## config.mk

```make
export PLATFORM = sky130hd
export DESIGN_NAME = fg_stream_packer
export DESIGN_NICKNAME = d
export VERILOG_FILES = /design/src/rtl/fg_stream_packer.sv
export SDC_FILE = /design/constraint.sdc
export NUM_CORES = 1
export LEC_CHECK = 0
export BUFFER_PORTS_ARGS = -buffer_cell sky130_fd_sc_hd__buf_2
export CAP_MARGIN = 20
export CORE_MARGIN = 2
export CORE_UTILIZATION = 50
export CTS_BUF_LIST = sky130_fd_sc_hd__clkbuf_4 sky130_fd_sc_hd__clkbuf_8
export CTS_CLUSTER_DIAMETER = 60
export DETAILED_ROUTE_END_ITERATION = 8
export PLACE_DENSITY = 0.86
export SLEW_MARGIN = 40
export SYNTH_ARGS = -nofsm -noshare
export SYNTH_HDL_FRONTEND = slang
export SYNTH_SLANG_ARGS = --single-unit
```

## constraint.sdc

```tcl
create_clock -name clk -period 4 [get_ports clk]
set_clock_uncertainty 0.15 [all_clocks]
set_input_delay 0.4 -clock clk [delete_from_list [all_inputs] [get_ports clk]]
set_output_delay 0.4 -clock clk [all_outputs]
set_load 0.05 [all_outputs]
```

## src/rtl/fg_stream_packer.sv

```systemverilog
// Packs the registered f stream (g = hold) into WIDTH-bit words behind a one-deep valid/ready holding register.
// Optional f rising-edge counter enabled by FG_STREAM_PACKER_EDGE_CNT_EN; otherwise edge_cnt is tied to 0.
module fg_stream_packer #(
  parameter int WIDTH = 8,
  parameter int CNT_W = 16
) (
  input  logic             clk,
  input  logic             rst,
  input  logic             f_in,
  input  logic             g_in,
  output logic [WIDTH-1:0] word_out,
  output logic             word_valid,
  input  logic             word_ready,
  output logic             overflow,
  input  logic             clr_ovf,
  output logic [CNT_W-1:0] edge_cnt
);
  localparam int BW = $clog2(WIDTH);
  localparam logic [BW-1:0] LAST = BW'(WIDTH - 1);

  typedef enum logic {EMPTY, FULL} state_t;

  state_t           state_q, state_d;
  logic [WIDTH-1:0] sr_q, sr_d;
  logic [BW-1:0]    bcnt_q, bcnt_d;
  logic [WIDTH-1:0] word_q, word_d;
  logic             ovf_q, ovf_d;
  logic [WIDTH-1:0] new_word;
  logic             done;
  logic             xfer;

  // new_word is the shift register with the current bit merged in; on a
  // completing edge it is the finished word.
  always_comb begin
    sr_d             = sr_q;
    bcnt_d           = bcnt_q;
    done             = 1'b0;
    new_word         = sr_q;
    new_word[bcnt_q] = f_in;
    if (!g_in) begin
      if (bcnt_q == LAST) begin
        done   = 1'b1;
        sr_d   = '0;
        bcnt_d = '0;
      end else begin
        sr_d   = new_word;
        bcnt_d = bcnt_q + 1'b1;
      end
    end
  end

  assign xfer = (state_q == FULL) && word_ready;

  always_comb begin
    state_d = state_q;
    word_d  = word_q;
    ovf_d   = ovf_q & ~clr_ovf;
    case (state_q)
      EMPTY: begin
        if (done) begin
          word_d  = new_word;
          state_d = FULL;
        end
      end
      FULL: begin
        if (xfer && done) word_d = new_word;
        else if (xfer)    state_d = EMPTY;
        else if (done)    ovf_d = 1'b1; // drop wins over a same-edge clear
      end
      default: state_d = EMPTY;
    endcase
  end

  always_ff @(posedge clk or posedge rst) begin
    if (rst) begin
      state_q <= EMPTY;
      sr_q    <= '0;
      bcnt_q  <= '0;
      word_q  <= '0;
      ovf_q   <= 1'b0;
    end else begin
      state_q <= state_d;
      sr_q    <= sr_d;
      bcnt_q  <= bcnt_d;
      word_q  <= word_d;
      ovf_q   <= ovf_d;
    end
  end

  assign word_out   = word_q;
  assign word_valid = (state_q == FULL);
  assign overflow   = ovf_q;

`ifdef FG_STREAM_PACKER_EDGE_CNT_EN
  logic             f_prev_q;
  logic [CNT_W-1:0] ecnt_q;

  // History tracks every edge regardless of g_in; counter saturates.
  always_ff @(posedge clk or posedge rst) begin
    if (rst) begin
      f_prev_q <= 1'b0;
      ecnt_q   <= '0;
    end else begin
      f_prev_q <= f_in;
      if (f_in && !f_prev_q && (ecnt_q != {CNT_W{1'b1}})) ecnt_q <= ecnt_q + 1'b1;
    end
  end

  assign edge_cnt = ecnt_q;
`else
  assign edge_cnt = '0;
`endif

endmodule

```

[After elaboration in Yosys (flattened, before gate mapping)]
Index checks and enable logic that the tools add are counted.
Storage, ports and cells
  output and inout bits: 26
  memories: 0
  flip-flop bits (word level): 21
  ROM bits: 0
  memory bits (writable): 0
  input port bits: 6
  word-level logic and storage cells: 36
  latch bits: 0
Cells by class
  bitwise operators: 3
  magnitude comparators: 2
  shifts and indexed selects: 0
  multipliers: 0
  reductions and logical operators: 4
  add/sub/neg operators: 1
  mux-type cells: 18
  eq/ne operators: 3
  divide/modulo/power cells: 0
Operators by type and width (count)
  $mux W8: 3
  $pmux W8 S2: 1
  $mux W1: 10
  $bwmux W8: 1
  $lt A3 B4 Y1 const B: 1
  $add A3 B1 Y3 const B: 1
  $demux W1 S3: 1
  $eq A3 B3 Y1 const B: 1
  $ge A3 B1 Y1 const B: 1
  $logic_and A1 B1 Y1: 3
  $mux W3: 1
  $ne A2 B1 Y1 const B: 1
  $ne A2 B2 Y1 const B: 1
  $not A1 Y1: 2
  $pmux W1 S2: 1
  $reduce_and A2 Y1: 1
  $and A1 B1 Y1: 1

[Logic depth before layout (Yosys ltp)]
Gate-level depths: netlist of the first run.
  depth after elaboration: 7
  mapped depth: 7

[Least setup slack after synthesis of the first run]
No wires, ideal clock.
  kind: reg-to-reg
  from: register bcnt_q[1]
  to: register word_q[2] (netlist: word_out[2])
  data arrival time: 1.496 ns
  path buffers: 2
  library setup time: 0.081 ns
  data required time: 3.769 ns
  period minus slack after synthesis: 1.727 ns
  cell stages (with the launch flop): 8
  slack: 2.273 ns
  path through: dfrtp_1 -> ha_1 -> ha_1 -> nor2b_1 -> buf_6 -> and2_1 -> buf_6 -> a31oi_2
On the way
  word-level cells in the longest chain between the ends: 7
  elaborated cells between the ends (all ways): 16
  those cells by class: order compare (2); eq/ne (3); mux (8); reduce/logical (3)
RTL lines
  start, declared: RTL line 25  | logic [BW-1:0] bcnt_q, bcnt_d;
  start signal, assigned: RTL line 84  | bcnt_q <= bcnt_d;
  $lt A3 B4 Y1 (implied by the code) / $ge A3 B1 Y1 (equally long branches): RTL line 39  | new_word[bcnt_q] = f_in;
  $logic_and A1 B1 Y1 (implied by the code): RTL line 39
  $mux W1 (implied by the code): RTL line 39
  $demux W1 S3: RTL line 39
  $bwmux W8: RTL line 39
  $mux W8 (on tied branches): RTL line 66, 60
  $pmux W8 S2: RTL line 58  | case (state_q)
  end signal, assigned: RTL line 85  | word_q <= word_d;
  end, declared: RTL line 26  | logic [WIDTH-1:0] word_q, word_d;
Parallel ways exist; a longest one is shown, timed or not. The select of a mux whose other input is x is not followed.
A chain may end at the register's enable or synchronous reset.

[Final worst setup path of the first run]
  from: register bcnt_q[0]
  to: register word_q[0] (netlist: word_out[0])
The elaborated chain is that of the path after synthesis.

==> results of run 1 <==
placed cells by master, fill, tap and decap left out, types with 2 or more instances in the layout:
cell and n:
clkbuf_4 4, mux2i_1 3, dfrtp_1 21, nor2b_1 3, inv_1 2, nand3_1 3, conb_1 16, nand4_1 2
nand2b_1 2, mux2_2 2, a21oi_1 11, nand2_1 4, buf_2 15, ha_1 2, o21bai_1 3, a22oi_1 3
a22o_1 3, a31oi_1 4, o21ai_0 6
power breakdown:
part / internal [W] / switching [W]
Clock: 0.0000458 / 0.0000619
Combinational: 0.000166 / 0.000349
Sequential: 0.000299 / 0.000109
Total: 0.000511 / 0.000519
final cells by class:
type                    instances  area (µm²)
clock buffers                   4       30.03
fillers                       190        1030
inverters                       3       11.26
multi-input cells              83       559.3
flip-flops and latches         21       525.5
well taps                      28       35.03
repair buffers                 16       85.08
worst max-delay path: cells and delay by family (launching register included):
| family | cells | cell delay (ps) |
|---|---|---|
| flops | 1 | 700 |
| fa+ha+maj | 2 | 660 |
| compound gates | 1 | 130 |
| simple gates | 2 | 860 |
cell families after synthesis:
kind of cell | Yosys count
AO/OA/AOI/OAI | 38
other | 1
flip-flops | 21
multiplexers | 5
AND/OR/NAND/NOR | 22
buffers and inverters | 28
adder cells (fa/ha/maj) | 2
sequential cells by signal (all words and copies together), names as in the netlist:
signal      flops
word_out        8
sr_q            8
bcnt_q          3
word_valid      1
overflow        1
metal layers:
| metal | share of wire (%) | routed length (µm) | vias up | track usage (%) |
|---|---|---|---|---|
| met1 | 44 | 998 | 431 | 24.51 |
| met4 | 2.1 | 48 | 0 | 7.692 |
| li1 | - | - | 406 | - |
| met2 | 46 | 1049 | 42 | 27.03 |
| met3 | 7.2 | 162 | 6 | 5.000 |
| met5 | 0 | 0 | - | 0 |
repair_timing:
| action | 4_1_cts | 5_1_grt |
|---|---|---|
| hold buffers | 0 | 1 |
| endpoints found under the hold margin | 0 | 21 |
| gates resized for setup | 0 | 0 |
through the flow:
step           utilization (%)  setup slack (ps)   power, W  cells  hold WS (ps)
5_1_grt                  54.76              1138   0.001098    155         101.1
2_1_floorplan                -              2273  0.0008526    132         226.5
3_3_place_gp             53.00              1533  0.0009086    150         324.8
3_5_place_dp             53.00              1448  0.0009233    150         326.6
4_1_cts                  54.32              1414   0.001032    154         76.93
6_report                 54.76              1375   0.001030    155         104.1
worst paths after layout:
check / endpoint / slack (ps) / cells past startpoint
hold reg to reg: sr_q[5] / 350 / 2
min in group asynchronous: word_valid / 470 / 3
setup reg to reg: word_out[0] / 1370 / 5
hold / removal: overflow / 100 / 2
max in group asynchronous: sr_q[0] / 2920 / 3
setup / recovery: word_out[0] / 1370 / 5
==> impl_metrics.py, run 1 <==
metrics = {
    "status": {
        "outcome": "completed",
    },
    "die": {
        "dieArea_um2": 2880,
        "core_um2": 2276,
        "die_h_um": 53.67,
        "initial_core_util_pct": 54.21,
        "ios": 32,
        "fp-row-count": 17,
        "die_x_um": 53.67,
    },
    "setup_path": {
        "critPathMaxStageDelay_ps": 700,
        "worstPathArrival_ps": 2670,
        "crit_path_frequent_cell": "ha_1",
        "slowest_stage": "dfrtp_1",
        "cp-startpoint": "bcnt_q[0]",
        "crit_path_max_fanout": 14,
        "path_class": "reg2reg",
        "cp-start-kind": "flop",
        "cp.required_ps": 4040,
        "end_kind": "flop",
        "crit_chain": "ha_1, ha_1, nor2b_1, and2_1, a21oi_1",
        "worstReg2RegStart": "bcnt_q[0]",
    },
    "timing": {
        "period_minus_slack_ps": 2625,
        "finalCritPeriodShare_pct": 65.64,
        "worst_pin_slew_ps": 549.3,
        "hold_violations": 0,
        "max_slew_margin_pct": 63.38,
        "finalSetupViolCount": 0,
        "fmax_ghz": 0.3809,
        "finalSetupTns_ps": 0,
        "grt_setup_unrepaired": "false",
        "slew_violations": 0,
    },
    "synth": {
        "yosys_register_bits": 21,
        "synth.largest_area_cell": "dfrtp_1",
        "synth_top_family_by_area": "compound AO/OA/AOI/OAI gates",
        "syn_area_um2": 1234,
        "ys.flop_type": "dfrtp_1",
        "synth.avg_cell_area_um2": 10.54,
        "yosysWarnings": 0,
        "synth-edff-count": 0,
        "syn_inst": 117,
        "synthAdderAreaFrac_pct": 2.028,
        "synth_compound_area_share_pct": 21.40,
        "synthArstFlopShare_pct": 100.0,
        "yosys-top-cells-count": "dfrtp_1 (21), buf_4 (16), a21oi_1 (11)",
        "ys_types": 37,
        "synthMuxAreaShare_pct": 4.260,
        "synthTopCellsByArea": "dfrtp_1 (43%), buf_4 (9.7%), buf_6 (4.6%)",
        "synth.yosys.seq_area_share_pct": 42.60,
        "yosys.area_share.simple_pct": 12.78,
        "synth.most_common_cell": "dfrtp_1",
        "synth_xor_area_share_pct": 0,
        "synth_top_area_share_pct": 42.60,
    },
    "placed_design": {
        "dp_hpwl_mm": 1.649,
        "io_buffers": 15,
        "dpl_cell_area_um2": 1206,
        "gp_congestion": 0.8111,
    },
    "clock_tree": {
        "clockBufferDepth": 2,
        "postCtsSetupRepairBufs": 0,
        "clock-sinks": 21,
        "clock_latency_ps": 310,
        "cts_tree": "done",
        "clk_pin_slew_worst_paths_ps": 110,
        "htreeDepth": 1,
        "cts_buffers": 3,
        "root_buffer": "clkbuf_4",
    },
    "drt": {
        "drc_errors": 0,
        "num_vias": 885,
        "postRouteAntennaNets": 0,
        "firstDrtPassIters": 5,
        "wl_per_cell_um": 14.57,
        "finalWirelength_mm": 2.259,
        "drt_iter0_markers": 24,
        "vias_per_cell": 5.710,
    },
    "layout": {
        "antenna_cells": 0,
        "area_growth_pct": 1.015,
        "fin_area_um2": 1246,
        "nets": 136,
        "drive_gt1_share_pct": 23.62,
    },
    "grt": {
        "antenna_found_initial": 0,
        "grt_first_pass_wirelength_mm": 3.601,
        "grt_remaining_overflow": 0,
        "grt_pass1_vias": 732,
        "grt_max_degree": 22,
        "grt_usage_pct": 18.09,
    },
    "pwr": {
        "ir_drop_mv": 0.4890,
        "p_leak_nw": 0.5613,
        "power.density_nw_per_um2": 826.6,
    },
    "flow_run": {
        "max_cap_violations": 0,
    },
    "hold_path": {
        "hp-start": "clr_ovf",
        "hp-class": "in2reg",
    },
}
No activity file was read; power rests on OpenSTA's default activity.
==> run 2, diff against run 1 <==
--- a/config.mk
+++ b/config.mk
@@ -8,11 +8,11 @@
 export BUFFER_PORTS_ARGS = -buffer_cell sky130_fd_sc_hd__buf_2
 export CAP_MARGIN = 20
 export CORE_MARGIN = 2
-export CORE_UTILIZATION = 50
+export CORE_UTILIZATION = 49
 export CTS_BUF_LIST = sky130_fd_sc_hd__clkbuf_4 sky130_fd_sc_hd__clkbuf_8
 export CTS_CLUSTER_DIAMETER = 60
 export DETAILED_ROUTE_END_ITERATION = 8
-export PLACE_DENSITY = 0.86
+export PLACE_DENSITY = 0.88
 export SLEW_MARGIN = 40
 export SYNTH_ARGS = -nofsm -noshare
 export SYNTH_HDL_FRONTEND = slang
==> constraint.sdc (replaced) <==
create_clock -name clk -period 2.4 [get_ports clk]
set_clock_uncertainty 0.15 [all_clocks]
set_input_delay 0.24 -clock clk [delete_from_list [all_inputs] [get_ports clk]]
set_output_delay 0.24 -clock clk [all_outputs]
set_load 0.05 [all_outputs]
==> impl_metrics.py, run 2 (synthesis gave the netlist of run 1 again) <==
metrics = {
    "status": {
        "outcome": "completed",
    },
    "layout": {
        "fin_area_um2": 1286,
        "final_common_cell": "dfrtp_1",
        "antenna_cells": 0,
        "drive_gt1_share_pct": 25.76,
        "layout_common_cells": "dfrtp_1 (21), conb_1 (16), buf_2 (15), a21oi_1 (11), o21ai_0 (6)",
        "stdcell_count": 162,
        "nets": 141,
        "area_growth_pct": 4.259,
    },
    "drt": {
        "postRouteAntennaNets": 0,
        "wl_per_cell_um": 14.09,
        "num_vias": 876,
        "drt_iter0_markers": 14,
        "vias_per_cell": 5.407,
        "finalWirelength_mm": 2.283,
        "firstDrtPassIters": 4,
        "drc_errors": 0,
    },
    "die": {
        "fp-row-count": 18,
        "dieArea_um2": 2935,
        "die_x_um": 54.18,
        "core_um2": 2432,
        "initial_core_util_pct": 50.72,
        "die_h_um": 54.18,
        "ios": 32,
    },
    "clock_tree": {
        "postCtsSetupRepairBufs": 0,
        "root_buffer": "clkbuf_4",
        "clk_pin_slew_worst_paths_ps": 120,
        "clock_latency_ps": 310,
        "cts_tree": "done",
        "htreeDepth": 1,
        "clock-sinks": 21,
        "cts_buffers": 3,
        "clockBufferDepth": 2,
    },
    "grt": {
        "grt_usage_pct": 18.18,
        "antenna_found_initial": 0,
        "grt_max_degree": 22,
        "grt_pass1_vias": 844,
        "grt_first_pass_wirelength_mm": 3.781,
        "grt_remaining_overflow": 0,
    },
    "setup_path": {
        "crit_chain": "ha_1, ha_1, nor2b_1, buf_4, and2_1, a31oi_1",
        "worstReg2RegStart": "bcnt_q[0]",
        "reg2reg_setup_slack_ps": 450,
        "crit_path_max_fanout": 13,
        "cp-start-kind": "flop",
        "slowest_stage": "ha_1",
        "rr_worst_depth": 6,
        "crit_cells": 6,
        "worst-path-buf-inv": 1,
        "timing.rr.end": "word_out[7]",
        "crit_path_frequent_cell": "ha_1",
        "worstPathArrival_ps": 1980,
        "cp.required_ps": 2430,
        "path_delay_family": "adder cells",
        "end_kind": "flop",
        "critPathMaxStageDelay_ps": 390,
        "path_class": "reg2reg",
    },
    "pwr": {
        "ir_drop_mv": 0.8443,
        "power.density_nw_per_um2": 1350,
        "p_leak_nw": 0.5848,
    },
    "timing": {
        "period_minus_slack_ps": 1947,
        "grt_setup_unrepaired": "false",
        "fmax_ghz": 0.5137,
        "finalCritPeriodShare_pct": 81.11,
        "finalSetupTns_ps": 0,
        "finalSetupViolCount": 0,
        "slew_violations": 0,
        "hold_violations": 0,
    },
    "placed_design": {
        "gp_congestion": 0.7938,
        "dpl_cell_area_um2": 1239,
        "dp_hpwl_mm": 1.716,
        "placedCellCount": 156,
        "io_buffers": 15,
    },
    "hold_path": {
        "hp-start": "f_in",
        "whs_path_depth": 3,
        "hold_end": "word_out[3]",
        "hp-class": "in2reg",
    },
    "flow_run": {
        "max_cap_violations": 0,
    },
}
[run 2: worst max path at each step]
stage | endpoint | start
floorplan | word_out[2] | bcnt_q[1]
global placement | word_out[6] | bcnt_q[0]
detailed placement | word_out[7] | bcnt_q[0]
CTS | word_out[7] | bcnt_q[0]
global route | word_out[7] | bcnt_q[0]
finish | word_out[7] | bcnt_q[0]
[run 2: final cells by class]
class | instances | area, µm²
multi-input combinational | 83 | 559.3
clock inverter | 1 | 5.005
fill | 228 | 1146
clock buffer | 3 | 22.52
tap | 30 | 37.54
inverter | 3 | 11.26
sequential | 21 | 525.5
timing repair buffer | 21 | 125.1
[run 2: routing by layer]
layer  vias up  share of wire, %  GRT usage [%]
met4         0               1.3          7.500
met3         5               5.2          4.167
met5         -                 0              0
li1        419                 -              -
met2        27                50          31.12
met1       425                43          21.70
[run 2: timing repair]
action | 4_1_cts | 5_1_grt
hold endpoints to repair | 22 | 0
hold buffers | 2 | 0
resized for setup | 0 | 0
[run 2: per-stage QoR]
step | setup slack [ps] | total power (W) | hold WS, ps | utilization, %
floorplan | 672.5 | 0.001421 | 66.53 | -
global placement | 573.8 | 0.001534 | 249.0 | 50.93
detailed placement | 457.2 | 0.001575 | 269.0 | 50.93
CTS | 447.3 | 0.001749 | 128.4 | 52.88
global route | 249.7 | 0.001867 | 146.7 | 52.88
finish | 453.3 | 0.001736 | 140.0 | 52.88
[run 2: worst reg2reg max path, stage by stage, from the launching register on]
cell	delay, ps
dfrtp_1	370
ha_1	150
ha_1	390
nor2b_1	180
buf_4	160
and2_1	290
a31oi_1	130
[run 2: power breakdown]
part           internal (W)  switching (W)  total (W)
clock             0.0000622       0.000108   0.000170
sequential         0.000499      0.0000816   0.000581
combinational      0.000310       0.000675   0.000985
total              0.000871       0.000865    0.00174
